`src/rtl/sram_pkg.sv`:
```
// Shared definitions for the SRAM edge-fetch sequencer: default widths, buffer
// layout offsets and the sequencer state encoding.
package sram_pkg;

    localparam int ADDR_WIDTH_DEF = 13;
    localparam int DATA_WIDTH_DEF = 8;

    localparam int HDR_N_OFS     = 0;
    localparam int HDR_E_OFS     = 1;
    localparam int EDGE_BASE_OFS = 2;
    localparam int EDGE_BYTES    = 3;

    typedef logic [3:0] fetchState_t;

    localparam fetchState_t ST_IDLE    = 4'd0;
    localparam fetchState_t ST_RD_N    = 4'd1;
    localparam fetchState_t ST_RD_E    = 4'd2;
    localparam fetchState_t ST_CHECK   = 4'd3;
    localparam fetchState_t ST_RD_SRC  = 4'd4;
    localparam fetchState_t ST_RD_DST  = 4'd5;
    localparam fetchState_t ST_RD_WT   = 4'd6;
    localparam fetchState_t ST_PRESENT = 4'd7;
    localparam fetchState_t ST_DONE    = 4'd8;

    // Number of buffer bytes occupied by the header plus an edge list of e edges.
    function automatic int edgeListBytes(input logic [7:0] e);
        return EDGE_BASE_OFS + EDGE_BYTES * int'(e);
    endfunction

endpackage

```
`src/rtl/sram_edge_fetch_ctr.sv`:
```
// Edge-index and pass counters for the edge replay, with terminal-count flags
// for the last edge of a pass and the final pass.
module sram_edge_fetch_ctr (
    input  logic       clock,
    input  logic       reset,
    input  logic       clear,
    input  logic       advance,
    input  logic [7:0] edgeTotal,
    input  logic [7:0] lastPass,
    output logic [7:0] passIdx,
    output logic       edgeTc,
    output logic       passTc
);

    logic [7:0] edgeIdx;

    assign edgeTc = (edgeIdx == edgeTotal - 8'd1);
    assign passTc = (passIdx >= lastPass);

    // Edge index wraps at the end of each pass; the pass count saturates at the final pass.
    always_ff @(posedge clock or posedge reset) begin
        if (reset) begin
            edgeIdx <= 8'd0;
            passIdx <= 8'd0;
        end else if (clear) begin
            edgeIdx <= 8'd0;
            passIdx <= 8'd0;
        end else if (advance) begin
            if (edgeTc) begin
                edgeIdx <= 8'd0;
                if (!passTc) begin
                    passIdx <= passIdx + 8'd1;
                end
            end else begin
                edgeIdx <= edgeIdx + 8'd1;
            end
        end
    end

endmodule

```
`src/rtl/sram_edge_fetch.sv`:
```
// Graph-load sequencer: reads N, E and the edge triples from the input buffer SRAM
// and replays the edge list N-1 times. Optional macro: SRAM_EDGE_PREFETCH_EN.
module sram_edge_fetch
    import sram_pkg::*;
#(
    parameter int ADDR_WIDTH = ADDR_WIDTH_DEF,
    parameter int DATA_WIDTH = DATA_WIDTH_DEF,
    parameter int DEPTH      = 1024,
    parameter int BASE_ADDR  = 0
) (
    input  logic                  clock,
    input  logic                  reset,
    input  logic                  start,
    output logic [ADDR_WIDTH-1:0] read_address,
    input  logic [DATA_WIDTH-1:0] read_data,
    output logic                  edge_valid,
    input  logic                  edge_ready,
    output logic [DATA_WIDTH-1:0] edge_src,
    output logic [DATA_WIDTH-1:0] edge_dst,
    output logic [DATA_WIDTH-1:0] edge_weight,
    output logic                  edge_last,
    output logic [7:0]            pass_idx,
    output logic [7:0]            node_count,
    output logic [7:0]            edge_count,
    output logic                  busy,
    output logic                  done,
    output logic                  error
);

    localparam logic [ADDR_WIDTH-1:0] HDR_ADDR  = ADDR_WIDTH'(BASE_ADDR + HDR_N_OFS);
    localparam logic [ADDR_WIDTH-1:0] EDGE_ADDR = ADDR_WIDTH'(BASE_ADDR + EDGE_BASE_OFS);
    localparam logic [ADDR_WIDTH-1:0] ADDR_ONE  = ADDR_WIDTH'(1);

    fetchState_t state;
    logic        handshake;
    logic        presEdgeTc;
    logic        passTc;
    logic [7:0]  lastPass;

    assign handshake = edge_valid & edge_ready;
    assign busy      = (state != ST_IDLE) && (state != ST_DONE);
    assign lastPass  = node_count - 8'd2;

    sram_edge_fetch_ctr presCtr (
        .clock     (clock),
        .reset     (reset),
        .clear     (state == ST_CHECK),
        .advance   ((state == ST_PRESENT) && handshake),
        .edgeTotal (edge_count),
        .lastPass  (lastPass),
        .passIdx   (pass_idx),
        .edgeTc    (presEdgeTc),
        .passTc    (passTc)
    );

`ifdef SRAM_EDGE_PREFETCH_EN
    logic [DATA_WIDTH-1:0] pfSrc;
    logic [DATA_WIDTH-1:0] pfDst;
    logic [DATA_WIDTH-1:0] pfWt;
    logic [1:0]            pfCount;
    logic                  pfLast;
    logic                  fetchDone;
    logic                  pfActive;
    logic                  wtRead;
    logic                  fetchEdgeTc;
    logic                  fetchPassTc;
    logic [7:0]            fetchPassIdx;
    logic [ADDR_WIDTH-1:0] wtNextAddr;

    // The fetch side runs ahead of the presented edge, so it keeps its own counters.
    assign pfActive   = !fetchDone && (pfCount != 2'd3);
    assign wtRead     = (state == ST_RD_WT) ||
                        ((state == ST_PRESENT) && pfActive && (pfCount == 2'd2));
    assign wtNextAddr = !fetchEdgeTc ? read_address + ADDR_ONE :
                        (fetchPassTc ? read_address : EDGE_ADDR);

    sram_edge_fetch_ctr fetchCtr (
        .clock     (clock),
        .reset     (reset),
        .clear     (state == ST_CHECK),
        .advance   (wtRead),
        .edgeTotal (edge_count),
        .lastPass  (lastPass),
        .passIdx   (fetchPassIdx),
        .edgeTc    (fetchEdgeTc),
        .passTc    (fetchPassTc)
    );
`endif

    // Sequencer: header load, bounds check, then per-byte edge reads and presentation.
    always_ff @(posedge clock or posedge reset) begin
        if (reset) begin
            state        <= ST_IDLE;
            read_address <= HDR_ADDR;
            node_count   <= 8'd0;
            edge_count   <= 8'd0;
            edge_src     <= '0;
            edge_dst     <= '0;
            edge_weight  <= '0;
            edge_valid   <= 1'b0;
            edge_last    <= 1'b0;
            done         <= 1'b0;
            error        <= 1'b0;
`ifdef SRAM_EDGE_PREFETCH_EN
            pfSrc        <= '0;
            pfDst        <= '0;
            pfWt         <= '0;
            pfCount      <= 2'd0;
            pfLast       <= 1'b0;
            fetchDone    <= 1'b0;
`endif
        end else begin
            case (state)
                ST_IDLE, ST_DONE: begin
                    if (start) begin
                        read_address <= HDR_ADDR;
                        done         <= 1'b0;
                        error        <= 1'b0;
                        state        <= ST_RD_N;
                    end
                end
                ST_RD_N: begin
                    node_count   <= read_data[7:0];
                    read_address <= read_address + ADDR_ONE;
                    state        <= ST_RD_E;
                end
                ST_RD_E: begin
                    edge_count <= read_data[7:0];
                    state      <= ST_CHECK;
                end
                ST_CHECK: begin
                    if (edgeListBytes(edge_count) > DEPTH) begin
                        error <= 1'b1;
                        done  <= 1'b1;
                        state <= ST_DONE;
                    end else if ((node_count <= 8'd1) || (edge_count == 8'd0)) begin
                        done  <= 1'b1;
                        state <= ST_DONE;
                    end else begin
                        read_address <= EDGE_ADDR;
                        state        <= ST_RD_SRC;
`ifdef SRAM_EDGE_PREFETCH_EN
                        pfCount      <= 2'd0;
                        fetchDone    <= 1'b0;
`endif
                    end
                end
                ST_RD_SRC: begin
                    edge_src     <= read_data;
                    read_address <= read_address + ADDR_ONE;
                    state        <= ST_RD_DST;
                end
                ST_RD_DST: begin
                    edge_dst     <= read_data;
                    read_address <= read_address + ADDR_ONE;
                    state        <= ST_RD_WT;
                end
                ST_RD_WT: begin
                    edge_weight <= read_data;
                    edge_valid  <= 1'b1;
                    state       <= ST_PRESENT;
`ifdef SRAM_EDGE_PREFETCH_EN
                    edge_last    <= fetchEdgeTc;
                    read_address <= wtNextAddr;
                    pfCount      <= 2'd0;
                    if (fetchEdgeTc && fetchPassTc) begin
                        fetchDone <= 1'b1;
                    end
`else
                    edge_last    <= presEdgeTc;
                    read_address <= read_address + ADDR_ONE;
`endif
                end
                ST_PRESENT: begin
`ifdef SRAM_EDGE_PREFETCH_EN
                    if (pfActive) begin
                        case (pfCount)
                            2'd0:    pfSrc <= read_data;
                            2'd1:    pfDst <= read_data;
                            default: begin
                                pfWt   <= read_data;
                                pfLast <= fetchEdgeTc;
                            end
                        endcase
                        pfCount      <= pfCount + 2'd1;
                        read_address <= (pfCount == 2'd2) ? wtNextAddr : read_address + ADDR_ONE;
                        if ((pfCount == 2'd2) && fetchEdgeTc && fetchPassTc) begin
                            fetchDone <= 1'b1;
                        end
                    end
                    // Bytes already prefetched plus the one arriving now go straight to the outputs.
                    if (handshake) begin
                        pfCount <= 2'd0;
                        if (edge_last && passTc) begin
                            edge_valid <= 1'b0;
                            edge_last  <= 1'b0;
                            done       <= 1'b1;
                            state      <= ST_DONE;
                        end else begin
                            case (pfCount)
                                2'd3: begin
                                    edge_src    <= pfSrc;
                                    edge_dst    <= pfDst;
                                    edge_weight <= pfWt;
                                    edge_last   <= pfLast;
                                end
                                2'd2: begin
                                    edge_src    <= pfSrc;
                                    edge_dst    <= pfDst;
                                    edge_weight <= read_data;
                                    edge_last   <= fetchEdgeTc;
                                end
                                2'd1: begin
                                    edge_src   <= pfSrc;
                                    edge_dst   <= read_data;
                                    edge_valid <= 1'b0;
                                    edge_last  <= 1'b0;
                                    state      <= ST_RD_WT;
                                end
                                default: begin
                                    edge_src   <= read_data;
                                    edge_valid <= 1'b0;
                                    edge_last  <= 1'b0;
                                    state      <= ST_RD_DST;
                                end
                            endcase
                        end
                    end
`else
                    if (handshake) begin
                        edge_valid <= 1'b0;
                        edge_last  <= 1'b0;
                        if (!edge_last) begin
                            state <= ST_RD_SRC;
                        end else if (!passTc) begin
                            read_address <= EDGE_ADDR;
                            state        <= ST_RD_SRC;
                        end else begin
                            done  <= 1'b1;
                            state <= ST_DONE;
                        end
                    end
`endif
                end
                default: begin
                    state <= ST_IDLE;
                end
            endcase
        end
    end

endmodule
```
`config.mk`:
```
export PLATFORM = sky130hd
export DESIGN_NAME = sram_edge_fetch
export DESIGN_NICKNAME = d
export VERILOG_FILES = /design/src/rtl/sram_pkg.sv /design/src/rtl/sram_edge_fetch_ctr.sv /design/src/rtl/sram_edge_fetch.sv
export SDC_FILE = /design/constraint.sdc
export NUM_CORES = 1
export LEC_CHECK = 0
export CAP_MARGIN = 20
export CELL_PAD_IN_SITES_DETAIL_PLACEMENT = 0
export CELL_PAD_IN_SITES_GLOBAL_PLACEMENT = 2
export CORE_ASPECT_RATIO = 1.2
export CORE_MARGIN = 10
export CORE_UTILIZATION = 25
export CTS_CLUSTER_DIAMETER = 100
export CTS_CLUSTER_SIZE = 12
export DETAILED_ROUTE_END_ITERATION = 10
export GPL_ROUTABILITY_DRIVEN = 0
export PLACE_DENSITY_LB_ADDON = 0.1
export SLEW_MARGIN = 20
export SYNTH_ARGS = -nofsm -noshare
export SYNTH_HDL_FRONTEND = slang
export SYNTH_SLANG_ARGS = --single-unit
```
`constraint.sdc`:
```
create_clock -name clock -period 8.4 [get_ports clock]
set_clock_uncertainty 0.2 [all_clocks]
set_input_delay 2.1 -clock clock [delete_from_list [all_inputs] [get_ports clock]]
set_output_delay 2.1 -clock clock [all_outputs]
set_load 0.005 [all_outputs]
```
Word level (Yosys, flattened, before mapping) --
Index checks and enable logic that the tools add are counted. W data, S select, Z words.
Word-level totals: bits in registers 77, input bits 12, output and inout bits 66
Operators by class: add/sub/neg operators 6, multipliers 1, magnitude comparators 3, eq/ne operators 20, multiplexer cells 33, bitwise operators 1, reductions and logical operators 20
Operators with widths (count):
- $mux W13 | 6
- $mux W8 | 7
- $pmux W13 S4 | 1
- $pmux W4 S8 | 1
- $mux W4 | 6
- $add A8 B1 Y8 const B | 2
- $eq A4 B3 Y1 const B | 4
- $ne A2 B2 Y1 const B | 8
- $add A13 B1 Y13 const B | 1
- $add A2 B10 Y11 const A | 1
- $gt A11 B11 Y1 const B | 1
- $mul A2 B8 Y10 const A | 1
- $eq A4 B2 Y1 const B | 2
- $eq A8 B8 Y1 | 1
- $ge A8 B8 Y1 | 1
- $le A8 B1 Y1 const B | 1
- $logic_not A8 Y1 | 1
- $mux W1 | 8
- $reduce_bool A2 Y1 | 4
- $reduce_bool A4 Y1 | 2
- $sub A8 B1 Y8 const B | 1
- $sub A8 B2 Y8 const B | 1
- $reduce_and A7 Y1 | 1
- $pmux W1 S2 | 3
- other kinds (16) | 19

Longest topological paths before layout --
Gate-level depths: netlist of run 1.
depth in word-level cells 6, mapped depth 12, depth with buffers taken out 12

Cells and area by module --
From an unflattened synthesis of run 1, not the netlist that was laid out.
Unflattened totals: cell total of the unflattened synthesis 393, area, all modules 4372.9 um^2
Modules (own cells, without submodules):
- sram_edge_fetch | times used 1, cells an instance 239, area an instance 3045.4 um^2, seq. area each 1526.5 um^2
- sram_edge_fetch_ctr | times used 1, cells an instance 154, area an instance 1327.5 um^2, seq. area each 400.4 um^2

Worst setup path after synthesis of run 1 --
OpenSTA, ideal clock, no wires.
path type input-to-reg, from in edge_ready, to reg presCtr.passIdx[5], library setup time 0.079 ns, arrival 3.297 ns, data required time 8.121 ns, slack 4.823 ns, cell stages on the path 6, path buffers 2, cell sequence nand2_1 or2_2 clkbuf_1 clkbuf_1 nor4_1 mux2i_1
Between the ends: cells in the longest elaborated chain, start to end 4
Ends and longest elaborated chain:
- start, declared | line sram_edge_fetch.sv:17 | input logic edge_ready,
- $and A1 B1 Y1 | line sram_edge_fetch.sv:40 | assign handshake = edge_valid & edge_ready;
- $logic_and A1 B1 Y1 | line sram_edge_fetch.sv:48 | .advance ((state == ST_PRESENT) && handshake),
- $reduce_bool A2 Y1 (no source line)
- $reduce_and A3 Y1 (no source line)
- end signal, assigned | line sram_edge_fetch_ctr.sv:32 | passIdx <= passIdx + 8'd1;
- end, declared | line sram_edge_fetch_ctr.sv:10 | output logic [7:0] passIdx,
No other way between the ends. A chain may end at the register's enable or synchronous reset.

Final worst setup path of run 1 --
from reg state[0], to out busy
Between the ends: cells in the longest elaborated chain, start to end 2
Ends and longest elaborated chain:
- start, declared | line sram_edge_fetch.sv:34 | fetchState_t state;
- start signal, assigned | line sram_edge_fetch.sv:93 | state <= ST_IDLE;
- start signal, assigned | line sram_edge_fetch.sv:119 | state <= ST_RD_N;
- start signal, assigned | line sram_edge_fetch.sv:125 | state <= ST_RD_E;
- $ne A4 B4 Y1 or $reduce_bool A4 Y1 (tied branches) | line sram_edge_fetch.sv:41 | assign busy = (state != ST_IDLE) && (state != ST_DONE);
- $logic_and A1 B1 Y1 (*) | line sram_edge_fetch.sv:41
- end, declared | line sram_edge_fetch.sv:25 | output logic busy,
Mark *: on every way between the ends. The rest lies on a longest branch, timed or not.

==> impl_metrics.py, run 1 <==
metrics = {
    "clock_tree": {
        "numCtsBuffers": 9,
        "cts_tree": "built",
        "cts.sinks": 77,
        "ctsRootBufferMaster": "clkbuf_16",
        "cts_resized": 0,
        "cts_setup_buffers": 0,
        "clock_latency_ns": 0.34,
        "clockBufferDepth": 2,
        "worst_setup_hold_path_clk_slew_ns": 0.05,
        "cts-htree-levels": 3,
        "cts_hold_buf": 0,
    },
    "synth": {
        "synth-edff-count": 0,
        "syn_avg_cell_area_um2": 10.4,
        "syn-instance-count": 391,
        "yosysWarnings": 0,
        "netlist_area_um2": 4070,
        "ys_ff_latch": 77,
        "async_reset_ff_share_pct": 100,
        "ys_seq_area_share_pct": 47.4,
        "synth.distinct_cells": 56,
        "synth_nets": 416,
        "synthFlopType": "dfrtp_1",
    },
    "drt": {
        "ant_nets": 0,
        "post-route-drc-count": 0,
        "routed_via_density": 4.71,
        "firstDrtPassIters": 4,
        "wl_per_cell_um": 18.1,
        "vias": 3225,
        "drtIter0Drc": 129,
        "drt-total-wl_um": 12400,
    },
    "worst_setup_path": {
        "cp_max_fo": 11,
        "worstPathArrival_ns": 1.78,
        "worstPathRequired_ns": 6.10,
        "startpoint_type": "flip-flop",
        "crit_type": "flip-flop to output port",
        "r2r_start": "node_count[5]",
        "critPathCaptureType": "output port",
        "crit_path_start": "state[0]",
    },
    "global_routing": {
        "grt_pass1_wl_um": 19900,
        "grt_antenna_before_repair": 0,
        "grt_max_degree": 78,
        "grt_remaining_overflow": 0,
        "grt_usage_pct": 11.6,
        "grt_pass1_vias": 3361,
    },
    "pwr": {
        "switchingPower_uw": 699,
        "fin_total_pwr_uw": 1940,
        "leakage_uw": 0.00214,
        "seqPwrFrac_pct": 33.2,
        "power_frac_comb_pct": 44.6,
        "power_density_nw_per_um2": 361,
        "ir_worst_vdd_v": 0.000176,
        "p_clk_share_pct": 22.3,
        "p_int_uw": 1240,
        "p_sw_share_pct": 36.0,
    },
    "floorplan": {
        "die_area_um2": 21800,
        "ios": 78,
        "initial_utilization_pct": 25.3,
        "std_cell_rows": 51,
        "die_h_um": 160,
        "dieWidth_um": 136,
        "core_area_um2": 16100,
    },
    "layout": {
        "area_growth_pct": 32.5,
        "final_cell_area_um2": 5390,
        "final_nets": 492,
        "diodes": 0,
        "fillCellCount": 1697,
        "fin_cells": 684,
        "final_layout_size_suffix_gt1_share_pct": 14.8,
    },
    "timing": {
        "finalCriticalPeriod_ns": 4.08,
        "setup_violations": 0,
        "tightest_slew_ns": 1.01,
        "clock.fmax_mhz": 245,
        "period_share_pct": 48.6,
        "finalHoldViolCount": 0,
        "rsz0062_at_grt": "false",
        "holdWs_ns": 0.281,
        "tns_ns": 0,
        "slew_headroom_pct": 32.7,
        "drv_slew": 0,
    },
    "placement": {
        "place_area_um2": 5060,
        "dp.cells": 668,
        "place_hpwl_um": 9020,
        "place.port_buffers": 77,
    },
    "worst_hold_path": {
        "hold_class": "flip-flop to flip-flop",
        "min_from": "read_address[12]",
    },
    "job": {
        "maxCapViolations": 0,
    },
    "outcome": {
        "outcome": "finished clean",
    },
}
## per-stage QoR
step                worst slack (ns)  utilization (%)
floorplan                       4.13                -
global placement                4.16             31.4
detailed placement              4.11             31.5
CTS                             4.30             33.5
global route                    4.27             33.5
finish                          4.32             33.5
## cells by family after synthesis
logic type,synth area share (%)
compound gates,11.9
mux,11.8
simple gates,18.1
xor+xnor,4.09
buf+inv,2.80
fa+ha+maj,4.00
flops,47.4
## sequential cells by signal, indices dropped and copies added, names as in the netlist
name	count
node_count	8
edge_valid	1
state	4
read_address	13
presCtr.passIdx	8
edge_weight	8
edge_src	8
presCtr.edgeIdx	8
edge_last	1
edge_count	8
done	1
edge_dst	8
error	1
## synth_stat cells (3+ instances only)
cell,number,area (um^2)
xor2_1,6,52.6
o2111ai_1,3,26.3
clkbuf_1,7,26.3
o21a_1,5,37.5
nand2_1,39,146
or3_1,7,43.8
inv_1,11,41.3
dfrtp_1,77,1930
mux2_2,37,417
nor2_1,23,86.3
ha_1,13,163
o21ai_1,8,40.0
buf_2,4,20.0
a31oi_1,5,31.3
nor3_1,14,70.1
nand3_1,8,40.0
xnor2_1,13,114
mux2i_1,5,50.1
nor4_1,5,31.3
o31ai_1,9,67.6
nor3_2,3,30.0
nand2b_1,12,75.1
nand4_1,7,43.8
a21oi_1,13,65.1
o21ai_0,16,80.1
nor2b_1,6,37.5
## area by class of cell
type                       instances  area, um^2  area share, %
timing repair buffer              80         797           14.8
clock buffer                      13         260           4.83
tap                              212         265           4.92
sequential                        77        1930           35.8
multi-input combinational        288        2030           37.7
inverter                          11        42.5          0.789
clock inverter                     3        67.6           1.25
## critical path, stage by stage (launching register included)
cell and delay [ns]:
dfrtp_1 0.49, or3_1 0.47, clkdlybuf4s50_1 0.48
## power by group through the flow
stage                     registers (uW)  logic [uW]  clock network (uW)
final                                645         866                 432
after detailed placement             656         884                   0
after CTS                            651         891                 448
after floorplan                      607         515                   0
after global placement               649         878                   0
after global routing                 673         973                 462
## cells in the final DEF, fill, tap and decap left out, drive strengths merged, types with 2 or more instances in the layout
cell and instances:
o21ai 25, or4 3, nand2b 12, o31ai 9, a211oi 2, bufinv 2
dfrtp 77, buf 3, nand4 8, nor3 17, o2111ai 3, nor2b 7
nor4 5, nand3 8, inv 10, nand2 39, a31oi 5, xnor2 13
o22ai 2, mux2 38, clkdlybuf4s50 77, mux2i 5, clkbuf 13, a21o 2
ha 13, nor2 24, a21oi 14, xor2 6, and3 2, or3 7
o21a 5
## per-layer routing
layer | global-route usage, % | share of wire [%]
met1 | 14.6 | 46
met2 | 17.8 | 46
met3 | 4.14 | 6.9
met4 | 4.46 | 1.7
met5 | 0 | 0
## final timing paths
kind | to | slack, ns | depth (start not counted)
worst max-delay path | busy | 4.32 | 2
worst min-delay path | read_address[12] | 0.28 | 1
worst max register to register | read_address[1] | 4.62 | 9
worst min register to register | read_address[12] | 0.28 | 1
max in group asynchronous | read_address[3] | 5.41 | 3
min in group asynchronous | edge_weight[5] | 2.08 | 3
(Power assumes the default switching activity.)
==> run 2: changes to the inputs <==
- clock period: 8.4 -> 3.35 ns (I/O delays scaled with it)
==> impl_metrics.py, run 2 (synthesis gave the netlist of run 1 again) <==
metrics = {
    "outcome": {
        "outcome": "finished clean",
    },
    "floorplan": {
        "die_area_um2": 21800,
        "core_area_um2": 16100,
        "ios": 78,
        "std_cell_rows": 51,
        "die_h_um": 160,
        "initial_utilization_pct": 25.3,
        "dieWidth_um": 136,
    },
    "global_routing": {
        "grt_remaining_overflow": 0,
        "grt_max_degree": 28,
        "grt_usage_pct": 11.7,
        "grt_antenna_before_repair": 0,
        "grt_pass1_wl_um": 19900,
        "grt_pass1_vias": 3351,
    },
    "clock_tree": {
        "ctsRootBufferMaster": "clkbuf_16",
        "cts_setup_buffers": 0,
        "clock_latency_ns": 0.34,
        "worst_setup_hold_path_clk_slew_ns": 0.06,
        "cts-htree-levels": 3,
        "cts_resized": 0,
        "cts.sinks": 77,
        "cts_hold_buf": 0,
        "numCtsBuffers": 9,
        "cts_tree": "built",
        "clockBufferDepth": 2,
    },
    "drt": {
        "vias": 3300,
        "routed_via_density": 4.76,
        "wl_per_cell_um": 18.1,
        "ant_nets": 0,
        "post-route-drc-count": 0,
        "drt-total-wl_um": 12500,
        "drtIter0Drc": 167,
        "firstDrtPassIters": 4,
    },
    "timing": {
        "period_share_pct": 92.7,
        "tightest_slew_ns": 0.825,
        "rsz0062_at_grt": "false",
        "slew_headroom_pct": 44.8,
        "finalHoldViolCount": 0,
        "tns_ns": 0,
        "setup_violations": 0,
        "clock.fmax_mhz": 322,
        "finalCriticalPeriod_ns": 3.11,
        "drv_slew": 0,
    },
    "placement": {
        "place.port_buffers": 77,
        "place_hpwl_um": 9470,
    },
    "worst_hold_path": {
        "min_from": "read_address[12]",
        "hold_depth": 1,
        "min_to": "read_address[12]",
        "hold_class": "flip-flop to flip-flop",
    },
    "worst_setup_path": {
        "critPathCaptureType": "flip-flop",
        "r2r_end": "read_address[1]",
        "r2r_start": "node_count[3]",
        "worstPathArrival_ns": 3.12,
        "cp_max_fo": 6,
        "ff2ff_path_depth": 9,
        "crit_type": "flip-flop to flip-flop",
        "startpoint_type": "flip-flop",
        "worstPathRequired_ns": 3.37,
        "regToRegSetupSlack_ns": 0.24,
    },
    "pwr": {
        "fin_total_pwr_uw": 4820,
        "power_density_nw_per_um2": 886,
        "leakage_uw": 0.00219,
        "ir_worst_vdd_v": 0.000362,
    },
    "job": {
        "maxCapViolations": 0,
    },
    "layout": {
        "final_layout_size_suffix_gt1_share_pct": 16.6,
        "largest_reg_flops": 13,
        "area_growth_pct": 33.8,
        "largest_register": "read_address",
        "mostFrequentLayoutCells": "dfrtp_1 (77), clkdlybuf4s50_1 (77), nand2_1 (39)",
        "final_nets": 502,
        "diodes": 0,
    },
}
[run 2: worst max path at each step]
stage / from / to / cells past startpoint
6_report: node_count[3] / read_address[1] / 9
3_3_place_gp: node_count[3] / read_address[1] / 9
3_5_place_dp: node_count[3] / read_address[1] / 9
5_1_grt: node_count[6] / presCtr.passIdx[5] / 10
2_1_floorplan: reset / done / 1
4_1_cts: node_count[3] / read_address[1] / 9
[run 2: power by group]
part	total, uW	switching, uW	internal [uW]
clock	1010	397	611
sequential	1600	350	1250
combinational	2210	1010	1200
total	4820	1760	3070
[run 2: through the flow]
step	instance area, um^2	utilization (%)	setup slack (ns)	instances	hold slack, ns
3_5_place_dp	5140	32.0	0.238	678	0.277
6_report	5440	33.8	0.245	693	0.279
4_1_cts	5440	33.8	0.211	693	0.286
5_1_grt	5440	33.8	0.0261	693	0.321
2_1_floorplan	4070	-	0.346	391	0.267
3_3_place_gp	5140	32.0	0.325	678	0.270
[run 2: area by class of cell]
type	count	area (um^2)
clock buffers	11	253
clock inverters	4	47.5
fillers	1711	10600
inverters	11	42.5
multi-input cells	288	2030
flip-flops and latches	77	1930
well taps	212	265
repair buffers	90	881
[run 2: worst max-delay path, stage by stage, from the launching register on]
cell and delay, ns:
dfrtp_1 0.45, or4_1 0.54, nor2_1 0.14, xnor2_1 0.09, ha_1 0.32, nand4_1 0.11
or3_1 0.37, a21oi_1 0.30, nor2_1 0.14, mux2_1 0.34
[run 2: layer usage]
metal / up-vias / part of all wire [%] / global-route usage [%]
met1: 1625 / 47 / 15.2
met5: - / 0 / 0
met2: 78 / 46 / 17.8
met4: 0 / 1.2 / 3.78
met3: 8 / 6.3 / 3.99
li1: 1589 / - / -
==> run 3: changes to the inputs <==
- PLACE_DENSITY_LB_ADDON: 0.1 -> 0.3
==> impl_metrics.py, run 3 (synthesis gave the netlist of run 1 again) <==
metrics = {
    "worst_setup_path": {
        "crit_slowest_cell": "or4_1",
        "r2r_start": "node_count[5]",
        "crit_type": "flip-flop to flip-flop",
        "ff2ff_path_depth": 10,
        "worstPathRequired_ns": 3.41,
        "crit_path_max_incr_delay_ns": 0.58,
        "cp_max_fo": 5,
        "cp_cell_sequence": "or4_1 -> nor2_1 -> xnor2_1 -> ha_1 -> a21oi_1 -> o21ai_0 -> nand2_1 -> o2111ai_1 -> nor4_1 -> mux2i_1",
        "worstPathArrival_ns": 3.19,
        "critPathCaptureType": "flip-flop",
        "startpoint_type": "flip-flop",
        "crit_path_start": "node_count[5]",
    },
    "timing": {
        "finalCriticalPeriod_ns": 3.13,
        "slew_headroom_pct": 47.4,
        "rsz0062_at_grt": "true",
        "period_share_pct": 93.5,
        "setup_violations": 0,
        "finalHoldViolCount": 0,
        "setup_slack_ns": 0.219,
        "drv_slew": 0,
        "clock.fmax_mhz": 319,
        "tightest_slew_ns": 0.785,
    },
    "drt": {
        "routed_via_density": 4.69,
        "drt-total-wl_um": 11900,
        "vias": 3248,
        "ant_nets": 0,
        "wl_per_cell_um": 17.2,
        "post-route-drc-count": 0,
        "drtIter0Drc": 129,
        "firstDrtPassIters": 4,
    },
    "pwr": {
        "leakage_uw": 0.00217,
        "power_density_nw_per_um2": 887,
        "ir_worst_vdd_v": 0.000482,
    },
    "floorplan": {
        "std_cell_rows": 51,
        "die_h_um": 160,
        "initial_utilization_pct": 25.3,
        "ios": 78,
        "core_area_um2": 16100,
        "die_area_um2": 21800,
        "dieWidth_um": 136,
    },
    "clock_tree": {
        "cts_resized": 0,
        "worst_setup_hold_path_clk_slew_ns": 0.06,
        "cts-htree-levels": 3,
        "ctsRootBufferMaster": "clkbuf_16",
        "numCtsBuffers": 9,
        "clockBufferDepth": 2,
        "cts_setup_buffers": 0,
        "cts_tree": "built",
        "clock_latency_ns": 0.35,
        "cts_hold_buf": 0,
        "cts.sinks": 77,
    },
    "placement": {
        "place.port_buffers": 77,
        "dp.cells": 677,
        "pre_cts_ws_ns": 0.256,
        "place_hpwl_um": 9120,
    },
    "layout": {
        "fin_cells": 693,
        "largest_register": "read_address",
        "final_nets": 501,
        "area_growth_pct": 33.7,
        "largest_reg_flops": 13,
        "mostFrequentLayoutCells": "dfrtp_1 (77), clkdlybuf4s50_1 (77), nand2_1 (39)",
        "final_layout_size_suffix_gt1_share_pct": 16.4,
        "diodes": 0,
    },
    "job": {
        "maxCapViolations": 0,
    },
    "worst_hold_path": {
        "min_from": "read_address[12]",
        "hold_depth": 1,
        "hold_class": "flip-flop to flip-flop",
    },
    "global_routing": {
        "grt_antenna_before_repair": 0,
        "grt_pass1_wl_um": 19800,
        "grt_usage_pct": 11.5,
        "grt_pass1_vias": 3443,
        "grt_max_degree": 26,
        "grt_remaining_overflow": 0,
    },
    "outcome": {
        "outcome": "finished clean",
    },
}
## run 3: metrics by stage
| stage | cell area (um^2) | hold WS [ns] | power [uW] | TNS (ns) | utilization (%) |
|---|---|---|---|---|---|
| after CTS | 5440 | 0.293 | 4930 | 0 | 33.8 |
| final | 5440 | 0.284 | 4820 | 0 | 33.8 |
| after global placement | 5120 | 0.263 | 3820 | 0 | 31.8 |
| after floorplan | 4070 | 0.267 | 2810 | 0 | - |
| after global routing | 5440 | 0.325 | 5250 | -0.0722 | 33.8 |
| after detailed placement | 5120 | 0.285 | 3840 | 0 | 31.8 |
## run 3: path summary, 6_finish.rpt
check	end	slack, ns
max	presCtr.passIdx[5]	0.22
min	read_address[12]	0.28
max reg2reg	presCtr.passIdx[5]	0.22
min reg2reg	read_address[12]	0.28
max in group asynchronous	presCtr.passIdx[5]	1.56
min in group asynchronous	edge_count[5]	0.65
## run 3: power by group
part           internal (uW)  total (uW)  switching, uW
Sequential              1250        1600            344
Combinational           1200        2180            982
Clock                    651        1040            393
## run 3: layer usage
layer	part of all wire (%)	routed length (um)	vias to the layer above	GRT usage [%]
met1	44	5210	1592	14.1
met3	6.5	775	6	4.61
met4	1.1	129	0	3.64
li1	-	-	1584	-
met2	49	5790	66	18.0
met5	0	0	-	0
## run 3: layout make-up
class | instances | area (um^2)
inverter | 11 | 41.3
tap | 212 | 265
timing repair buffer | 89 | 861
sequential | 77 | 1930
multi-input combinational | 288 | 2030
clock buffer | 10 | 229
fill | 1683 | 10600
clock inverter | 6 | 87.6
## run 3: worst max-delay path, delay by kind of cell (launching register included)
| family | cells | cell delay [ns] |
|---|---|---|
| and+or+nand+nor | 4 | 1.19 |
| AOI/OAI and AO/OA | 3 | 0.58 |
| DFF | 1 | 0.42 |
| adders and majority gates | 1 | 0.28 |
| muxes | 1 | 0.23 |
| xor gates and xnor gates | 1 | 0.14 |
